`config.mk`:
```
export PLATFORM = sky130hd
export DESIGN_NAME = movegen_sequencer
export DESIGN_NICKNAME = d
export VERILOG_FILES = /design/src/rtl/movegen_pkg.sv /design/src/rtl/dir_prio_enc.sv /design/src/rtl/movegen_sequencer.sv
export SDC_FILE = /design/constraint.sdc
export NUM_CORES = 1
export LEC_CHECK = 0
export CORE_MARGIN = 4
export CORE_UTILIZATION = 47
export CTS_CLUSTER_SIZE = 24
export DETAILED_ROUTE_END_ITERATION = 8
export GPL_TIMING_DRIVEN = 0
export PLACE_DENSITY = 0.77
export SLEW_MARGIN = 10
export SYNTH_ARGS = -nofsm -noshare
export SYNTH_HDL_FRONTEND = slang
export SYNTH_SLANG_ARGS = --single-unit
```
`constraint.sdc`:
```
create_clock -name clk -period 2.1 [get_ports clk]
set_input_delay 0.21 -clock clk [delete_from_list [all_inputs] [get_ports clk]]
set_output_delay 0.21 -clock clk [all_outputs]
set_load 0.05 [all_outputs]
```
`src/rtl/movegen_pkg.sv`:
```
// Shared types and constants for the move-generation sequencer: direction codes,
// sequencer states and the serialised move record.
package movegen_pkg;

    typedef enum logic [3:0] {
        DIR_U   = 4'd0,  DIR_D   = 4'd1,  DIR_L   = 4'd2,  DIR_R   = 4'd3,
        DIR_UL  = 4'd4,  DIR_UR  = 4'd5,  DIR_DL  = 4'd6,  DIR_DR  = 4'd7,
        DIR_UUL = 4'd8,  DIR_UUR = 4'd9,  DIR_LLU = 4'd10, DIR_RRU = 4'd11,
        DIR_DDL = 4'd12, DIR_DDR = 4'd13, DIR_LLD = 4'd14, DIR_RRD = 4'd15
    } dir_e;

    typedef enum logic [2:0] {
        S_IDLE, S_CLEAR, S_LOAD, S_PROP, S_FETCH, S_SEL, S_EMIT, S_DONE
    } state_e;

    typedef struct packed {
        logic [5:0] from;
        logic [5:0] to;
        logic [3:0] dir;
    } move_t;

    localparam logic [5:0] EMPTY_PIECE = 6'b000000;
    localparam logic [5:0] SQ_LAST     = 6'd63;

    function automatic logic [15:0] dir_bit(input logic [3:0] d);
        return 16'h0001 << d;
    endfunction

endpackage

```
`src/rtl/dir_prio_enc.sv`:
```
// Lowest-set-bit encoder over the 16 direction flags of one square.
module dir_prio_enc (
    input  logic [15:0] req,
    output logic [3:0]  dir,
    output logic        any
);

    // Walk from the top so the lowest set bit is the last one written.
    always_comb begin
        dir = 4'd0;
        for (int i = 15; i >= 0; i--) begin
            if (req[i]) dir = 4'(i);
        end
    end

    assign any = |req;

endmodule

```
`src/rtl/movegen_sequencer.sv`:
```
// Drives one move-generation pass of the 8x8 transceiver array: clear, load from
// board RAM, wait for ray propagation, then serialise every hit as a move.
module movegen_sequencer
    import movegen_pkg::*;
#(
    parameter int PROP_CYCLES = 8,
    parameter int CNT_W       = 8
) (
    input  logic             clk,
    input  logic             rst_n,
    input  logic             start,
    input  logic             abort,
    output logic             busy,
    output logic             done,
    output logic [CNT_W-1:0] move_count,
    output logic [5:0]       brd_addr,
    input  logic [5:0]       brd_data,
    output logic             arr_clr,
    output logic             load_en,
    output logic [5:0]       load_addr,
    output logic [5:0]       load_piece,
    output logic [5:0]       scan_sq,
    input  logic [15:0]      scan_hits,
    output logic [3:0]       scan_dir,
    input  logic [5:0]       scan_from,
    output logic             mv_valid,
    input  logic             mv_ready,
    output logic [5:0]       mv_from,
    output logic [5:0]       mv_to,
    output logic [3:0]       mv_dir
);

    // Shared timer: counts 0..64 in LOAD and 0..PROP_CYCLES-1 in PROP.
    localparam int TMR_W = ($clog2(PROP_CYCLES + 1) > 7) ? $clog2(PROP_CYCLES + 1) : 7;

    state_e             state, state_nx;
    logic [TMR_W-1:0]   tmr, tmr_nx;
    logic [15:0]        pending, pending_nx, pending_clr;
    move_t              mv_q, mv_nx;
    logic               busy_nx, done_nx, arr_clr_nx, load_en_nx, mv_valid_nx;
    logic [CNT_W-1:0]   cnt_nx;
    logic [5:0]         brd_addr_nx, load_addr_nx, load_piece_nx, scan_sq_nx;
    logic [3:0]         scan_dir_nx;
    logic [15:0]        enc_req;
    logic [3:0]         enc_dir;
    logic               enc_any;

    // FETCH encodes the fresh hit vector; EMIT looks at what remains after this move.
    assign pending_clr = pending & ~dir_bit(scan_dir);
    assign enc_req     = (state == S_FETCH) ? scan_hits : pending_clr;

    dir_prio_enc u_enc (
        .req (enc_req),
        .dir (enc_dir),
        .any (enc_any)
    );

    assign mv_from = mv_q.from;
    assign mv_to   = mv_q.to;
    assign mv_dir  = mv_q.dir;

    always_comb begin
        state_nx      = state;
        tmr_nx        = tmr;
        pending_nx    = pending;
        mv_nx         = mv_q;
        done_nx       = 1'b0;
        arr_clr_nx    = 1'b0;
        load_en_nx    = 1'b0;
        mv_valid_nx   = 1'b0;
        cnt_nx        = move_count;
        brd_addr_nx   = brd_addr;
        load_addr_nx  = load_addr;
        load_piece_nx = load_piece;
        scan_sq_nx    = scan_sq;
        scan_dir_nx   = scan_dir;

        if (abort && state != S_IDLE) begin
            // Abort wins over everything, including a handshake in the same cycle.
            state_nx   = S_IDLE;
            arr_clr_nx = 1'b1;
        end else begin
            case (state)
                S_IDLE: begin
                    if (start) begin
                        state_nx    = S_CLEAR;
                        cnt_nx      = '0;
                        arr_clr_nx  = 1'b1;
                        brd_addr_nx = 6'd0;
                    end
                end
                S_CLEAR: begin
                    state_nx    = S_LOAD;
                    tmr_nx      = '0;
                    brd_addr_nx = 6'd1;
                end
                S_LOAD: begin
                    // brd_data now holds the square read two cycles ago, i.e. square tmr.
                    if (tmr == TMR_W'(64)) begin
                        state_nx = S_PROP;
                        tmr_nx   = '0;
                    end else begin
                        load_en_nx    = 1'b1;
                        load_addr_nx  = tmr[5:0];
                        load_piece_nx = brd_data;
                        tmr_nx        = tmr + TMR_W'(1);
                        if (brd_addr != SQ_LAST) brd_addr_nx = brd_addr + 6'd1;
                    end
                end
                S_PROP: begin
                    if (tmr == TMR_W'(PROP_CYCLES - 1)) begin
                        state_nx   = S_FETCH;
                        scan_sq_nx = 6'd0;
                    end else begin
                        tmr_nx = tmr + TMR_W'(1);
                    end
                end
                S_FETCH: begin
                    pending_nx = scan_hits;
                    if (enc_any) begin
                        state_nx    = S_SEL;
                        scan_dir_nx = enc_dir;
                    end else if (scan_sq == SQ_LAST) begin
                        state_nx = S_DONE;
                        done_nx  = 1'b1;
                    end else begin
                        scan_sq_nx = scan_sq + 6'd1;
                    end
                end
                S_SEL: begin
                    mv_nx       = '{from: scan_from, to: scan_sq, dir: scan_dir};
                    mv_valid_nx = 1'b1;
                    state_nx    = S_EMIT;
                end
                S_EMIT: begin
                    mv_valid_nx = 1'b1;
                    if (mv_ready) begin
                        mv_valid_nx = 1'b0;
                        pending_nx  = pending_clr;
                        cnt_nx      = (&move_count) ? move_count : move_count + CNT_W'(1);
                        if (enc_any) begin
                            state_nx    = S_SEL;
                            scan_dir_nx = enc_dir;
                        end else if (scan_sq == SQ_LAST) begin
                            state_nx = S_DONE;
                            done_nx  = 1'b1;
                        end else begin
                            state_nx   = S_FETCH;
                            scan_sq_nx = scan_sq + 6'd1;
                        end
                    end
                end
                S_DONE: state_nx = S_IDLE;
                default: state_nx = S_IDLE;
            endcase
        end

        busy_nx = (state_nx != S_IDLE);
    end

    always_ff @(posedge clk or negedge rst_n) begin
        if (!rst_n) begin
            state      <= S_IDLE;
            tmr        <= '0;
            pending    <= '0;
            mv_q       <= '0;
            busy       <= 1'b0;
            done       <= 1'b0;
            move_count <= '0;
            brd_addr   <= 6'd0;
            arr_clr    <= 1'b0;
            load_en    <= 1'b0;
            load_addr  <= 6'd0;
            load_piece <= EMPTY_PIECE;
            scan_sq    <= 6'd0;
            scan_dir   <= 4'd0;
            mv_valid   <= 1'b0;
        end else begin
            state      <= state_nx;
            tmr        <= tmr_nx;
            pending    <= pending_nx;
            mv_q       <= mv_nx;
            busy       <= busy_nx;
            done       <= done_nx;
            move_count <= cnt_nx;
            brd_addr   <= brd_addr_nx;
            arr_clr    <= arr_clr_nx;
            load_en    <= load_en_nx;
            load_addr  <= load_addr_nx;
            load_piece <= load_piece_nx;
            scan_sq    <= scan_sq_nx;
            scan_dir   <= scan_dir_nx;
            mv_valid   <= mv_valid_nx;
        end
    end

endmodule

```
==> flow_summary.json <==
{
  "core_area_um2": 9680,
  "fp-row-count": 36,
  "antennaDiodeCount": 0,
  "fp.dieW_um": 107,
  "critical_path_peak_fanout": 10,
  "critical_path_required_ps": 2340,
  "drtAntennaViolNets": 0,
  "powerDensity_nw_per_um2": 863,
  "clk_path_buf_depth": 2,
  "drt_pre_antenna_iters": 5,
  "initial_core_util_pct": 48.0,
  "antenna_found_initial": 0,
  "rsz0062_at_grt": "yes",
  "path_buf_inv": 2,
  "synth_top_cell_area_share_pct": 44.7,
  "slew_headroom_pct": 63.2,
  "hold_viol_final": 0,
  "cts_inserted_buffers": 9,
  "placed_cell_area_um2": 5740,
  "gp_congestion": 0.921,
  "grt.overflow.total": 0,
  "cts_root_buf": "clkbuf_8",
  "yosysWarnings": 0,
  "dieArea_um2": 11500,
  "netlist_area_um2": 4640,
  "end_kind": "register",
  "grt_pass1_vias": 4286,
  "synth_cell_type_count": 61,
  "clkLatencyLatePin_ps": 360,
  "grt_pass1_wl_um": 21100,
  "worst_pin_slew_ps": 547,
  "synth_edf_count": 0,
  "cap_violations": 0,
  "synth_cells": 489,
  "cpMostUsedCell": "buf_6",
  "wire_per_inst_um": 17.4,
  "synthArstFlopShare_pct": 100,
  "start_kind": "register",
  "nNetsFinal": 643,
  "dp_cells": 712,
  "clock-skew-final_ps": 11.3,
  "syn_area_per_cell_um2": 9.50,
  "vias": 4382,
  "layout-area-overhead-vs-synth_pct": 35.3,
  "drc": 0,
  "regArea_um2": 2080,
  "yosysTopAreaCell": "dfrtp_1",
  "slew_violations": 0,
  "syn-num-nets": 527,
  "min_period_ps": 2490,
  "synth_flop_cell": "dfrtp_1",
  "ir_drop_mv": 0.711,
  "outcome": "complete, but fails checks",
  "drive_gt1_share_pct": 20.7,
  "drt_iter0_markers": 265,
  "clk_pin_slew_ps": 90,
  "p_leak_nw": 2.68,
  "worst_hold_path_type": "in -> async",
  "cts_tree": "yes",
  "setup_viol_count_final": 14,
  "multiInputGateArea_um2": 2580,
  "finalSetupTns_ps": -2940,
  "final_cell_count_no_fill": 743,
  "place_ws_ps": -653,
  "violations": "setup timing",
  "slowest_delay_ps": 460,
  "critPathTopFamily": "compound AO/OA/AOI/OAI gates",
  "layout_setup_ws_ps": -394,
  "ios": 90,
  "cp.arrival_ps": 2740,
  "synth_seq_area_share_pct": 44.7,
  "cts.sinks": 83,
  "fin_area_um2": 6280,
  "ys_top_cells_by_area": "dfrtp_1 (45%), mux2_2 (7.0%), nand2_1 (4.5%)",
  "crit_chain": "buf_6, mux2_4, o32a_1, o31ai_4, nand4_4, buf_6, o31ai_1, a21oi_2",
  "period_share_pct": 119,
  "die_height_um": 107,
  "fmax_mhz": 401,
  "postLayoutCoreUtil_pct": 64.9,
  "place_hpwl_um": 9110,
  "portBuffers": 89,
  "h-tree-depth": 3,
  "viasPerCell": 5.90,
  "fillers": 784,
  "critical_path_class": "reg -> reg",
  "crit_slowest_cell": "dfrtp_2",
  "wl_um": 12900,
  "synth-seq-cells": 83,
  "grt_max_degree": 58,
  "track_usage_pct": 23.0
}
## synth_stat cells, types with 5 or more instances
| library cell | count |
|---|---|
| or2_2 | 7 |
| o21ai_0 | 32 |
| and3_1 | 9 |
| mux2_2 | 29 |
| nor2b_1 | 7 |
| ha_1 | 5 |
| nor3_1 | 12 |
| a21oi_1 | 27 |
| mux2i_1 | 7 |
| nand3_1 | 13 |
| a22o_1 | 15 |
| nand2_1 | 56 |
| o31ai_1 | 8 |
| nor2_1 | 42 |
| xor2_1 | 9 |
| nand2b_1 | 12 |
| inv_1 | 11 |
| or3_1 | 5 |
| nand4_1 | 8 |
| dfrtp_1 | 83 |
| clkbuf_1 | 21 |
## cell families after synthesis
| group | count (synthesis) | share of synthesized area (%) |
|---|---|---|
| flops | 83 | 44.7 |
| buf+inv | 36 | 3.13 |
| xor+xnor | 11 | 2.07 |
| simple gates | 197 | 21.7 |
| compound gates | 119 | 17.8 |
| fa+ha+maj | 5 | 1.35 |
| mux | 38 | 9.19 |
## flip-flops by register name, indices dropped and copies added (netlist names)
signal / flops
done: 1
mv_from: 6
scan_dir: 4
scan_sq: 6
brd_addr: 6
state: 3
mv_valid: 1
busy: 1
arr_clr: 1
load_piece: 6
mv_to: 6
pending: 16
move_count: 8
mv_dir: 4
load_en: 1
load_addr: 6
tmr: 7
## metrics by stage
stage               power [mW]  hold slack [ps]
floorplan                 3.27            -85.6
global placement          3.87              473
detailed placement        3.92              155
CTS                       5.32              318
global route              5.70              338
finish                    5.42              315
## path summary, 6_finish.rpt
kind,slack [ps],to,start,cells after the start
max,-390,scan_sq[2],scan_dir[0],8
min,310,move_count[6],rst_n,2
max reg2reg,-390,scan_sq[2],scan_dir[0],8
max in group asynchronous,1180,load_addr[1],rst_n,3
min reg2reg,500,load_addr[1],load_addr[1],2
min in group clk,460,load_piece[3],brd_data[3],2
## final cells by class
cell class | count | share of cell area (%)
well taps | 133 | 2.65
inverters | 12 | 0.717
multi-input cells | 370 | 41.1
repair buffers | 109 | 17.2
clock buffers | 11 | 2.09
plain buffers | 20 | 1.77
flip-flops and latches | 83 | 33.2
clock inverters | 5 | 1.25
## worst register-to-register path, delay by kind of cell (launching register included)
| family | cells | cell delay [ps] |
|---|---|---|
| AOI/OAI and AO/OA | 4 | 1130 |
| and+or+nand+nor | 1 | 170 |
| muxes | 1 | 300 |
| DFF | 1 | 460 |
| buffers and inverters | 2 | 340 |
## power breakdown
part	switching (mW)	total [mW]	internal (mW)
combinational	1.31	2.20	0.886
sequential	0.178	1.97	1.79
clock	0.583	1.25	0.669
## routing by layer
layer  part of all wire (%)  GRT usage, %  vias up
met1                     42          29.5     2157
met4                    2.3          8.93        0
met5                      0             0        -
li1                       -             -     2009
met2                     48          37.2      188
met3                    7.8          6.12       28
## cell usage in the layout (no fill, tap or decap), drive strengths merged, types with 5 or more instances in the layout
cell           netlist  layout
dfrtp               83      83
xor2                 9       9
inv                 12      12
nand4                9       9
clkbuf              21      28
mux2i                7       7
clkdlybuf4s50        0      88
mux2                31      31
nand2b              12      12
nand2               56      56
ha                   5       5
or3                  5       5
nand3               13      13
or2                  7       7
nor2b                7       7
buf                  3      23
nor2                42      42
o21ai               33      33
a22o                15      15
a21oi               27      27
and3                 9       9
nor3                12      12
o31ai               12      12
## repair_timing
action,CTS,global route
pin swaps,8,7
resized for setup,35,26
buffers inserted,13,5
cloned,0,0
endpoints found under the hold margin,26,0
hold buffers,1,0
endpoints found under the setup margin,56,44
(Power assumes the default switching activity.)
